File: config.mk
export PLATFORM = sky130hd
export DESIGN_NAME = sync_fifo_prog
export DESIGN_NICKNAME = d
export VERILOG_FILES = /design/src/rtl/sync_fifo_prog.sv
export SDC_FILE = /design/constraint.sdc
export NUM_CORES = 1
export LEC_CHECK = 0
export ABC_AREA = 1
export BUFFER_PORTS_ARGS = -buffer_cell sky130_fd_sc_hd__buf_2
export CAP_MARGIN = 20
export CORE_MARGIN = 2
export CORE_UTILIZATION = 57
export CTS_BUF_LIST = sky130_fd_sc_hd__clkbuf_8
export DETAILED_ROUTE_END_ITERATION = 10
export GPL_TIMING_DRIVEN = 0
export PLACE_DENSITY = 0.85
export REMOVE_ABC_BUFFERS = 1
export SYNTH_ARGS = -nofsm -noshare
export SYNTH_HDL_FRONTEND = slang
export SYNTH_SLANG_ARGS = --single-unit
File: constraint.sdc
create_clock -name clk -period 1.85 [get_ports clk]
set_input_delay 0.37 -clock clk [delete_from_list [all_inputs] [get_ports clk]]
set_output_delay 0.37 -clock clk [all_outputs]
set_load 0.02 [all_outputs]
File: src/rtl/sync_fifo_prog.sv
// =============================================================================
// sync_fifo_prog : parametrised single-clock FIFO with an optional FWFT read
//                  mode, occupancy count, flush, and sticky error flags.
// Revision       : 1.0
// =============================================================================
`default_nettype none

module sync_fifo_prog #(
   parameter int DATA_WIDTH    = 8,
   parameter int DEPTH         = 16,
   parameter int AFULL_THRESH  = DEPTH - 2,
   parameter int AEMPTY_THRESH = 2,
   parameter bit FWFT          = 1'b0
) (
   input  logic                       clk,
   input  logic                       reset_n,
   input  logic                       wr_en,
   input  logic [DATA_WIDTH-1:0]      data_in,
   output logic                       full,
   output logic                       almost_full,
   input  logic                       rd_en,
   output logic [DATA_WIDTH-1:0]      data_out,
   output logic                       empty,
   output logic                       almost_empty,
   output logic [$clog2(DEPTH):0]     count,
   input  logic                       flush,
   input  logic                       clr_err,
   output logic                       overflow,
   output logic                       underflow
);

   localparam int              AW       = $clog2(DEPTH);
   localparam logic [AW:0]     C_FULL   = (AW+1)'(DEPTH);
   localparam logic [AW:0]     C_AFULL  = (AW+1)'(AFULL_THRESH);
   localparam logic [AW:0]     C_AEMPTY = (AW+1)'(AEMPTY_THRESH);

   logic [DATA_WIDTH-1:0] mem [DEPTH];
   logic [AW-1:0]         r_wr_ptr;
   logic [AW-1:0]         r_rd_ptr;
   logic [AW:0]           r_count;
   logic                  r_overflow;
   logic                  r_underflow;

   logic w_wr_ok;
   logic w_rd_ok;
   logic w_set_ovf;
   logic w_set_unf;

   assign full         = (r_count == C_FULL);
   assign empty        = (r_count == '0);
   assign almost_full  = (r_count >= C_AFULL);
   assign almost_empty = (r_count <= C_AEMPTY);
   assign count        = r_count;
   assign overflow     = r_overflow;
   assign underflow    = r_underflow;

   // A flush cycle swallows both requests, so it can neither move data nor raise errors.
   assign w_wr_ok   = wr_en && !full  && !flush;
   assign w_rd_ok   = rd_en && !empty && !flush;
   assign w_set_ovf = wr_en && full   && !flush;
   assign w_set_unf = rd_en && empty  && !flush;

   always_ff @(posedge clk) begin
      if (w_wr_ok) begin
         mem[r_wr_ptr] <= data_in;
      end
   end

   always_ff @(posedge clk or negedge reset_n) begin
      if (!reset_n) begin
         r_wr_ptr <= '0;
         r_rd_ptr <= '0;
         r_count  <= '0;
      end else if (flush) begin
         r_wr_ptr <= '0;
         r_rd_ptr <= '0;
         r_count  <= '0;
      end else begin
         if (w_wr_ok) begin
            r_wr_ptr <= r_wr_ptr + 1'b1;
         end
         if (w_rd_ok) begin
            r_rd_ptr <= r_rd_ptr + 1'b1;
         end
         if (w_wr_ok && !w_rd_ok) begin
            r_count <= r_count + 1'b1;
         end else if (w_rd_ok && !w_wr_ok) begin
            r_count <= r_count - 1'b1;
         end
      end
   end

   // A new error in the same cycle as clr_err wins over the clear.
   always_ff @(posedge clk or negedge reset_n) begin
      if (!reset_n) begin
         r_overflow  <= 1'b0;
         r_underflow <= 1'b0;
      end else begin
         if (w_set_ovf) begin
            r_overflow <= 1'b1;
         end else if (clr_err) begin
            r_overflow <= 1'b0;
         end
         if (w_set_unf) begin
            r_underflow <= 1'b1;
         end else if (clr_err) begin
            r_underflow <= 1'b0;
         end
      end
   end

   generate
      if (FWFT) begin : g_fwft
         assign data_out = empty ? '0 : mem[r_rd_ptr];
      end else begin : g_std
         logic [DATA_WIDTH-1:0] r_data;

         always_ff @(posedge clk or negedge reset_n) begin
            if (!reset_n) begin
               r_data <= '0;
            end else if (flush) begin
               r_data <= '0;
            end else if (w_rd_ok) begin
               r_data <= mem[r_rd_ptr];
            end
         end

         assign data_out = r_data;
      end
   endgenerate

endmodule

`default_nettype wire
# ---- Yosys cells after proc, flatten, opt, wreduce, memory -nomap -nowiden
# Memory sizes are Yosys's and may differ from the RTL's.
# Index checks and enable logic that the tools add are counted.
dict set report totals {
  reg_bits 23
  ram_bits 128
  in_bits 14
  word_cells 49
  n_memories 1
}
# name words word_bits rd rd_clocked_by_memory_dff wr line_no
set memory_table {}
lappend memory_table {mem 16 8 1 0 1 37} ;# logic [DATA_WIDTH-1:0] mem [DEPTH];
dict set report op_classes {
  add_sub_neg 4
  n_lt_le_gt_ge 2
  eq_ne 1
  n_mux 14
  n_reduce_logical 21
}
# op count
set op_table {}
lappend op_table {{$mux W4} 4}
lappend op_table {{$mux W8} 2}
lappend op_table {{$mux W5} 3}
lappend op_table {{$logic_and A1 B1 Y1} 10}
lappend op_table {{$add A4 B1 Y4 const B} 2}
lappend op_table {{$reduce_bool A2 Y1} 4}
lappend op_table {{$add A5 B1 Y5 const B} 1}
lappend op_table {{$eq A5 B5 Y1 const B} 1}
lappend op_table {{$ge A5 B4 Y1 const B} 1}
lappend op_table {{$le A5 B2 Y1 const B} 1}
lappend op_table {{$logic_not A1 Y1} 5}
lappend op_table {{$logic_not A5 Y1} 1}
lappend op_table {{$mux W1} 5}
lappend op_table {{$sub A5 B1 Y5 const B} 1}
lappend op_table {{$reduce_bool A3 Y1} 1}

# ---- Logic depth before layout (Yosys ltp)
# Gate-level depths: netlist of the first run.
dict set report depth {
  ltp_word 9
  mapped_depth 15
  mapped_depth_nobuf 15
}

# ---- Least setup slack after synthesis of the first run
# Ideal clock, no wire load.
dict set report synth_timing {
  path_kind {reg2reg}
  from {reg r_count[1] (netlist: count[1])}
  to {reg r_count[4] (netlist: count[4])}
  setup_time_ns 0.117
  arrival_time_ns 1.952
  setup_slack_ns -0.220
  stages_incl_launch_ff 15
  period_less_slack_ns 2.070
  cell_sequence {dfrtp_1 -> nor2_1 -> nand3_2 -> nand2_1 -> inv_2 -> nand2_4 -> fa_1 -> nand3_1 -> nand3_1 -> nand2_1 -> inv_1 -> nand2_1 -> nand2_1 -> nand2_1 -> nand2_1}
}
dict set report synth_via {
  elab_chain_cells 8
}
# element line_no
set synth_lines {}
lappend synth_lines {{start: declaration} 40} ;# logic [AW:0] r_count;
lappend synth_lines {{start signal: assignment} 86} ;# r_count <= r_count + 1'b1;
lappend synth_lines {{start signal: assignment} 88} ;# r_count <= r_count - 1'b1;
lappend synth_lines {{branches (longest 8 deep; another with $sub A5 B1 Y5)} -}
# Parallel ways; which one is timed is not known. The select of a mux whose other input is x is not followed.
# A chain may end at the register's enable or synchronous reset.

# ---- Worst setup path in the final report of the first run
dict set report layout_timing {
  from {reg r_count[3] (netlist: count[3])}
  to {out almost_empty}
}
dict set report layout_via {
  elab_chain_cells 1
}
# element line_no
set layout_lines {}
lappend layout_lines {{$le A5 B2 Y1} 52} ;# assign almost_empty = (r_count <= C_AEMPTY);
lappend layout_lines {{end: declaration} 24} ;# output logic almost_empty,
# Every way passes these cells.

==> metrics.md, run 1 <==
| Metric | Value |
|---|---|
| Status | finished with violations |
| Failing checks | setup timing |
| Antenna diodes | 0 |
| R2r worst-path depth | 13 |
| Crit Path Class | reg -> out |
| Startpoint types | flip-flop |
| Mean Syn Cell Area | 10.7 um2 |
| Internal reg-to-reg setup slack | -0.16 ns |
| Setup crit end | almost_empty |
| First-pass GRT wire length | 23800 um |
| FF-to-FF Start | count[3] |
| Worst hold margin | 0.167 ns |
| Longest Clk Path Bufs | 2 |
| Row count | 39 |
| Pwr dens | 1350 nW/um2 |
| Worst slew pin tran | 0.598 ns |
| Vias in the first global route | 4623 |
| Drt total wl | 16500 um |
| Setup WS post-layout | -0.183 ns |
| DRC Markers | 0 |
| Chip Height | 111 um |
| Critical Path RT | 1.48 ns |
| CP arrival | 1.66 ns |
| Endpoints failing setup | 13 |
| Pre-antenna DRT Iters | 8 |
| Routability cong. | 0.843 |
| Clock Latency Late Sink | 0.45 ns |
| Setup Skew | 0.0115 ns |
| H-Tree Depth | 4 |
| Final Hold Vio Count | 0 |
| Min Tclk post-route | 2.03 ns |
| Initial Utilization | 57.7% |
| Hold Path Class | in -> reg |
| CTS tree | done |
| Die area | 12300 um2 |
| GRT Total Usage | 25.4% |
| Peak supply drop | 0.00120 V |
| Synth Register Bits | 151 |
| Synthesis-to-finish area growth | 17.1% |
| Max Clock Freq | 0.492 GHz |
| Slew Limit Fails | 0 |
| Final core utilization | 67.6% |
| Most frequent cells in the layout | 189 x nand2_1, 128 x edfxtp_1, 65 x nand3_1 |
| Unique masters post-synth | 26 |
| Syn Inst Count | 606 |
| CP startpoint | count[3] |
| Main synth FF type | edfxtp_1 |
| Worst r2r dst | count[3] |
| DP HPWL | 8220 um |
| DR vias/cell | 5.98 |
| Total core area | 11300 um2 |
| Final ANT Viol Nets | 0 |
| Cell Area, Placed | 6700 um2 |
| DR iter-0 viols | 788 |
| Asr flop ratio synth | 15.2% |
| Worst Setup End Kind | output pin |
| Fin crit share | 110% |
| Register area share after synthesis | 67.9% |
| Rel. slew slack | 60.1% |
| Commonest non-fill, non-tap cell in the layout | nand2_1 |
| PortBufs | 32 |
| Number of antenna violations at the first check in global routing | 0 |
| Sink Count | 151 |
| Layout net count | 682 |
| Top-level port count | 33 |
| Ratio of cells with drive above 1 in the final layout | 21.0% |
| Yosys warnings | 0 |
| Final instance area | 7620 um2 |
| Largest net degree at the start of global routing | 57 |
| Vias | 4870 |
| Num CTS Buffers | 17 |
| Total overflow reported by the global router | 0 |
| Dpl ws | -0.493 ns |
| Die X | 111 um |
| Clock transition at path regs | 0.09 ns |
| Number of max-cap violations | 0 |
| DR WL/cell | 20.2 um |
| RSZ-0062 raised after global routing | yes |
| Mapped Area | 6510 um2 |
| Crit-path max FO | 3 |
| CTS root buf | clkbuf_8 |
| Post-synth EDFFs | 128 |
| LEAKAGE | 3.01 nW |
| Fillers | 710 |
[worst min path at each step]
stage	slack, ns	end	startpoint	cells past startpoint
finish	0.17	overflow	clr_err	2
global route	0.16	overflow	clr_err	2
detailed placement	0.39	r_rd_ptr[3]	reset_n	1
CTS	0.11	underflow	clr_err	2
global placement	0.37	data_out[3]	reset_n	1
floorplan	0.07	count[0]	reset_n	0
[kinds of logic after synthesis]
logic type | after synthesis | synth area share, %
and+or+nand+nor | 335 | 21.1
DFF | 151 | 67.9
buffers and inverters | 61 | 4.90
AOI/OAI and AO/OA | 47 | 3.79
adders and majority gates | 10 | 2.04
xor gates and xnor gates | 2 | 0.269
[worst max-delay path, stage by stage (launching register included)]
cell and delay, ns:
dfrtp_2 0.43, nor2_4 0.21, buf_4 0.16, buf_6 0.08, nand2_2 0.04, a21oi_2 0.13
buf_6 0.15
[per-layer routing]
layer / up-vias / GRT usage [%] / routed length, um
met5: - / 0 / 0
met4: 0 / 12.9 / 683
li1: 2139 / - / -
met2: 354 / 42.1 / 8230
met1: 2307 / 31.5 / 5880
met3: 70 / 5.90 / 1690
[final cells by class]
| class | instances | area, um2 | share of cell area [%] |
|---|---|---|---|
| Sequential cell | 151 | 4430 | 58.2 |
| Multi-Input combinational cell | 394 | 2050 | 26.9 |
| Clock inverter | 15 | 154 | 2.02 |
| Inverter | 39 | 173 | 2.27 |
| Clock buffer | 17 | 234 | 3.07 |
| Timing Repair Buffer | 55 | 398 | 5.22 |
| Tap cell | 143 | 179 | 2.35 |
[sequential cells by signal, summed over array words and instances, names as in the netlist]
signal and count:
count 5, underflow 1, r_wr_ptr 4, data_out 8
overflow 1, r_rd_ptr 4, mem 128
[synth_stat cells (5+ instances only)]
| cell type | instances | area (um2) |
|---|---|---|
| o21ai_0 | 16 | 80.1 |
| ha_1 | 9 | 113 |
| o21ai_1 | 16 | 80.1 |
| inv_1 | 33 | 124 |
| a21oi_1 | 14 | 70.1 |
| nand2_1 | 193 | 724 |
| buf_4 | 11 | 82.6 |
| buf_6 | 5 | 56.3 |
| inv_2 | 5 | 18.8 |
| buf_2 | 5 | 25.0 |
| nor2_1 | 66 | 248 |
| edfxtp_1 | 128 | 3840 |
| nand3_1 | 70 | 350 |
| dfrtp_1 | 23 | 576 |
[per-stage QoR]
| step | power, mW | cells | setup TNS [ns] |
|---|---|---|---|
| 2_1_floorplan | 5.96 | 584 | -7.69 |
| 6_report | 10.3 | 814 | -0.601 |
| 3_5_place_dp | 6.76 | 760 | -37.84 |
| 4_1_cts | 9.66 | 805 | -0.115 |
| 5_1_grt | 10.7 | 814 | -1.06 |
| 3_3_place_gp | 6.62 | 759 | -47.06 |
[where the power goes]
| group | internal (mW) | total [mW] | switching [mW] |
|---|---|---|---|
| clock | 1.20 | 2.48 | 1.27 |
| combinational | 1.35 | 3.64 | 2.30 |
| sequential | 3.91 | 4.15 | 0.246 |
[what timing repair did]
| action | 4_1_cts | 5_1_grt |
|---|---|---|
| endpoints found under the setup margin | 142 | 133 |
| buffers inserted | 12 | 9 |
| hold endpoints to repair | 23 | 0 |
| pin swaps | 10 | 15 |
| resized for setup | 52 | 33 |
| hold buffers | 1 | 0 |
Note: power is estimated with default switching activity, not from simulation.
==> run 2, diff against run 1 <==
--- a/config.mk
+++ b/config.mk
@@ -9,11 +9,11 @@
 export BUFFER_PORTS_ARGS = -buffer_cell sky130_fd_sc_hd__buf_2
 export CAP_MARGIN = 20
 export CORE_MARGIN = 2
-export CORE_UTILIZATION = 57
+export CORE_UTILIZATION = 35
 export CTS_BUF_LIST = sky130_fd_sc_hd__clkbuf_8
 export DETAILED_ROUTE_END_ITERATION = 10
 export GPL_TIMING_DRIVEN = 0
-export PLACE_DENSITY = 0.85
+export PLACE_DENSITY = 0.59
 export REMOVE_ABC_BUFFERS = 1
 export SYNTH_ARGS = -nofsm -noshare
 export SYNTH_HDL_FRONTEND = slang
==> metrics.md, run 2 (same netlist as run 1, synthesis figures left out) <==
| Metric | Value |
|---|---|
| R2r worst-path depth | 12 |
| Met2 routed WL | 8020 um |
| Crit path max-delay family | flip-flops |
| Synthesis-to-finish area growth | 19.2% |
| Hold path start | clr_err |
| Met3 wire len | 583 um |
| Peak supply drop | 0.000521 V |
| Total overflow reported by the global router | 0 |
| Met1 Routed Length | 6280 um |
| Reg with most FFs | mem |
| DR vias/cell | 4.88 |
| Vias in the first global route | 4290 |
| FF-to-FF Start | count[3] |
| Chip Height | 140 um |
| H-Tree Depth | 4 |
| Final core utilization | 42.9% |
| Ratio of cells with drive above 1 in the final layout | 19.9% |
| CP peak stage delay | 0.44 ns |
| Rel. slew slack | 59.3% |
| Final Hold Vio Count | 0 |
| Row count | 49 |
| CTS root buf | clkbuf_8 |
| Worst r2r dst | count[3] |
| Internal reg-to-reg setup slack | -0.02 ns |
| Sink Count | 151 |
| WP buf/inv | 3 |
| Layout net count | 683 |
| DRC Markers | 0 |
| Final ANT Viol Nets | 0 |
| PortBufs | 32 |
| Worst slew pin tran | 0.611 ns |
| Cells on Worst Hold Path | 2 |
| Fin crit share | 102% |
| CP arrival | 1.51 ns |
| Vias | 4400 |
| Min Tclk post-route | 1.88 ns |
| Crit-path max FO | 3 |
| Top Layer Used | met4 |
| Hold Path Class | in -> reg |
| RSZ-0062 raised after global routing | yes |
| Startpoint types | flip-flop |
| Antenna diodes | 0 |
| Crit Path Class | reg -> out |
| DR iter-0 viols | 319 |
| Drt total wl | 15100 um |
| First-pass GRT wire length | 23400 um |
| Initial Utilization | 36.0% |
| Max reg flops | 128 |
| Worst Setup End Kind | output pin |
| Total core area | 18100 um2 |
| CTS tree | done |
| DP HPWL | 8910 um |
| Crit-path cells | nor2_4 > nand3_4 > buf_4 > inv_2 > buf_6 |
| Status | finished with violations |
| Pre-antenna DRT Iters | 5 |
| Setup WS post-layout | -0.0284 ns |
| Max Clock Freq | 0.532 GHz |
| Routability cong. | 0.742 |
| Hold Path Sink | overflow |
| Num CTS Buffers | 17 |
| Commonest non-fill, non-tap cell in the layout | nand2_1 |
| Die area | 19700 um2 |
| LEAKAGE | 3.05 nW |
| Die X | 140 um |
| Clock Latency Late Sink | 0.45 ns |
| GRT Total Usage | 15.8% |
| Failing checks | setup timing |
| Worst hold margin | 0.111 ns |
| Dpl ws | -0.837 ns |
| DR WL/cell | 16.8 um |
| Endpoints failing setup | 3 |
| Longest Clk Path Bufs | 2 |
| Number of antenna violations at the first check in global routing | 0 |
| Top-level port count | 33 |
| Largest net degree at the start of global routing | 57 |
| Clock transition at path regs | 0.08 ns |
| Crit-path slowest cell | dfrtp_2 |
| Most frequent cells in the layout | 191 x nand2_1, 128 x edfxtp_1, 66 x nand3_1 |
| Critical Path RT | 1.48 ns |
| Setup Skew | 0.0107 ns |
| Pwr dens | 1330 nW/um2 |
| Number of max-cap violations | 0 |
| Slew Limit Fails | 0 |
==> run 2: cell types whose count changed in the layout (fill, tap and decap cells not counted), sizes merged <==
cell      before  now
clkinvlp       5    2
bufinv         2    4
buf           54   53
clkinv         7    8
inv           40   41
nand2        195  196
==> run 2: per-stage QoR <==
step	TNS (ns)	instance area (um2)	cells	total power, mW
after floorplan	-7.69	6340	584	5.96
after global placement	-58.79	6790	845	6.73
after detailed placement	-47.54	6810	846	6.83
after CTS	-0.0228	7600	895	10.2
after global routing	-0.358	7760	901	10.9
final	-0.0520	7760	901	10.3
==> run 2: layout make-up <==
class	instances	area, um2
Tap cell	229	287
Timing Repair inverter	1	11.3
Clock buffer	17	234
Multi-Input combinational cell	395	2020
Timing Repair Buffer	54	383
Inverter	39	191
Clock inverter	15	203
Fill cell	1621	10300
Sequential cell	151	4430
==> run 2: report_power, final <==
part	leakage, nW	switching (mW)	internal, mW
sequential	1.45	0.198	3.91
combinational	1.38	2.22	1.27
clock	0.219	1.25	1.48
total	3.05	3.67	6.65
==> run 2: worst max-delay path by stage <==
stage                        endpoint   startpoint  cells past startpoint  slack [ns]
after floorplan           data_out[0]  r_rd_ptr[0]                      9       -0.92
after global placement    data_out[4]  r_rd_ptr[0]                      9       -2.39
after detailed placement  data_out[4]  r_rd_ptr[0]                     10       -0.84
after CTS                    count[4]     count[2]                     14       -0.02
after global routing         count[4]     count[3]                     15       -0.13
final                           empty     count[3]                      5       -0.03
==> run 2: repair_timing <==
| item | CTS | global route |
|---|---|---|
| cloned | 1 | 1 |
| setup endpoints to repair | 142 | 107 |
| endpoints found under the hold margin | 23 | 0 |
| pin swaps | 15 | 14 |
| gates resized for setup | 56 | 23 |
| hold buffers | 1 | 0 |
| setup buffers | 15 | 5 |
==> run 2: worst reg2reg max path: stages, from the launching register on <==
cell     delay, ns
dfrtp_2       0.44
nor2_4        0.19
nand3_4       0.12
nand2_4       0.11
inv_8         0.06
nand2_8       0.08
ha_4          0.22
a21oi_2       0.13
nand2_1       0.08
xnor2_1       0.16
inv_1         0.06
nand2_1       0.07
nand2_1       0.05
==> run 2: metal layers <==
layer	up-vias	track usage [%]
met5	-	0
met4	0	5.00
met3	18	3.21
met2	96	28.5
met1	2142	19.1
li1	2144	-
==> run 3, diff against run 2 <==
--- a/config.mk
+++ b/config.mk
@@ -13,7 +13,7 @@
 export CTS_BUF_LIST = sky130_fd_sc_hd__clkbuf_8
 export DETAILED_ROUTE_END_ITERATION = 10
 export GPL_TIMING_DRIVEN = 0
-export PLACE_DENSITY = 0.59
+export PLACE_DENSITY = 0.57
 export REMOVE_ABC_BUFFERS = 1
 export SYNTH_ARGS = -nofsm -noshare
 export SYNTH_HDL_FRONTEND = slang
==> constraint.sdc (replaced) <==
create_clock -name clk -period 2.2 [get_ports clk]
set_input_delay 0.44 -clock clk [delete_from_list [all_inputs] [get_ports clk]]
set_output_delay 0.44 -clock clk [all_outputs]
set_load 0.02 [all_outputs]
==> metrics.md, run 3 (same netlist as run 1, synthesis figures left out) <==
| Metric | Value |
|---|---|
| Status | finished, final reports clean |
| Vias in the first global route | 4203 |
| Worst slew pin tran | 0.524 ns |
| Drt total wl | 14400 um |
| Setup WS post-layout | 0.128 ns |
| Setup Skew | 0.0151 ns |
| Crit-path max FO | 12 |
| GRT Total Usage | 15.3% |
| Synthesis-to-finish area growth | 13.0% |
| Max Clock Freq | 0.483 GHz |
| Commonest non-fill, non-tap cell in the layout | nand2_1 |
| Die area | 19700 um2 |
| Top-level port count | 33 |
| Sink Count | 151 |
| Clock transition at path regs | 0.08 ns |
| Total overflow reported by the global router | 0 |
| Final ANT Viol Nets | 0 |
| Tot Pwr | 7.97 mW |
| Hold Path Class | in -> reg |
| Worst Setup End Kind | flip-flop |
| DR vias/cell | 4.78 |
| Routability cong. | 0.761 |
| H-Tree Depth | 4 |
| Clock Latency Late Sink | 0.45 ns |
| Largest net degree at the start of global routing | 57 |
| Worst hold margin | 0.185 ns |
| Antenna diodes | 0 |
| CTS tree | done |
| Reg with most FFs | mem |
| Crit Path Class | reg -> reg |
| Die X | 140 um |
| Ratio of cells with drive above 1 in the final layout | 15.6% |
| Fillers | 1710 |
| Endpoints failing setup | 0 |
| DP HPWL | 8980 um |
| Fin crit share | 94.2% |
| Internal reg-to-reg setup slack | 0.13 ns |
| Pwr dens | 1080 nW/um2 |
| Pre-antenna DRT Iters | 5 |
| Critical Path RT | 2.53 ns |
| FF-to-FF Start | count[0] |
| RSZ-0062 raised after global routing | no |
| Most frequent cells in the layout | 192 x nand2_1, 128 x edfxtp_1, 69 x nand3_1 |
| CP arrival | 2.41 ns |
| Rel. slew slack | 65.0% |
| Initial Utilization | 36.0% |
| Longest Clk Path Bufs | 2 |
| Final Hold Vio Count | 0 |
| Area of the multi-input gates | 1850 um2 |
| Row count | 49 |
| Chip Height | 140 um |
| First-pass GRT wire length | 22700 um |
| PortBufs | 32 |
| Slew Limit Fails | 0 |
| CTS root buf | clkbuf_8 |
| Worst r2r dst | count[4] |
| Startpoint types | flip-flop |
| DR iter-0 viols | 318 |
| Num CTS Buffers | 17 |
| Number of antenna violations at the first check in global routing | 0 |
| Vias | 4219 |
| Layout net count | 664 |
| DRC Markers | 0 |
| Dpl ws | -0.364 ns |
| Min Tclk post-route | 2.07 ns |
| LEAKAGE | 2.93 nW |
| Total core area | 18100 um2 |
| DR WL/cell | 16.4 um |
| R2r worst-path depth | 13 |
| Final core utilization | 40.7% |
| CP startpoint | count[0] |
| Peak supply drop | 0.000402 V |
| Max reg flops | 128 |
| Setup crit end | count[4] |
| Number of max-cap violations | 0 |
| Register Area | 4430 um2 |
==> run 3: cell count changes in the layout (fill, tap and decap cells not counted), sizes merged <==
cell / delta
buf: -17
bufinv: -1
clkinv: -4
clkinvlp: +2
inv: +2
nand2: -1
==> run 3: through the flow <==
stage	area (um2)	std cells	setup TNS (ns)
after floorplan	6340	584	-4.17
after global placement	6790	845	-19.84
after detailed placement	6810	846	-5.84
final	7350	882	0
after CTS	7250	879	0
after global routing	7350	882	0
==> run 3: how the worst min path moves through the flow <==
stage	start	end	slack (ns)	depth (start not counted)
final	clr_err	overflow	0.19	2
after floorplan	reset_n	count[0]	0.14	0
after global routing	clr_err	underflow	0.19	2
after CTS	clr_err	overflow	0.16	2
after global placement	reset_n	data_out[5]	0.43	1
after detailed placement	reset_n	data_out[2]	0.45	1
==> run 3: worst max-delay path, stage by stage (launching register included) <==
cell and delay [ns]:
dfrtp_2 0.47, nor2_2 0.15, nand3_2 0.13, nand2_4 0.14, nand2_8 0.09, fa_1 0.42, nand3_1 0.14, nand3_1 0.09
nand2_1 0.09, inv_1 0.04, nand2_1 0.05, nand2_1 0.05, nand2_1 0.05, nand2_1 0.04
==> run 3: area by class of cell <==
cell class              instances  area share (%)
repair buffers                 37            2.94
inverters                      39            2.26
clock buffers                  17            3.18
multi-input cells             394            25.1
well taps                     229            3.90
clock inverters                15            2.40
flip-flops and latches        151            60.2
==> run 3: routing by layer <==
layer  global-route usage (%)  wire length (um)  up-vias
met4                     4.73               104        0
met2                     26.9              7770       76
met5                        0                 0        -
met1                     19.3              6120     2032
li1                         -                 -     2104
met3                     2.77               438        7
==> run 3: where the power goes <==
part | leakage, nW | switching (mW) | internal (mW) | total, mW
sequential | 1.46 | 0.224 | 3.28 | 3.51
clock | 0.199 | 1.05 | 1.13 | 2.17
combinational | 1.27 | 1.56 | 0.734 | 2.30
==> run 3: what timing repair did <==
action,CTS,global route
setup buffers,0,3
pin swaps,0,1
hold endpoints to repair,23,0
setup endpoints to repair,52,106
hold buffers,1,0
resized for setup,8,26
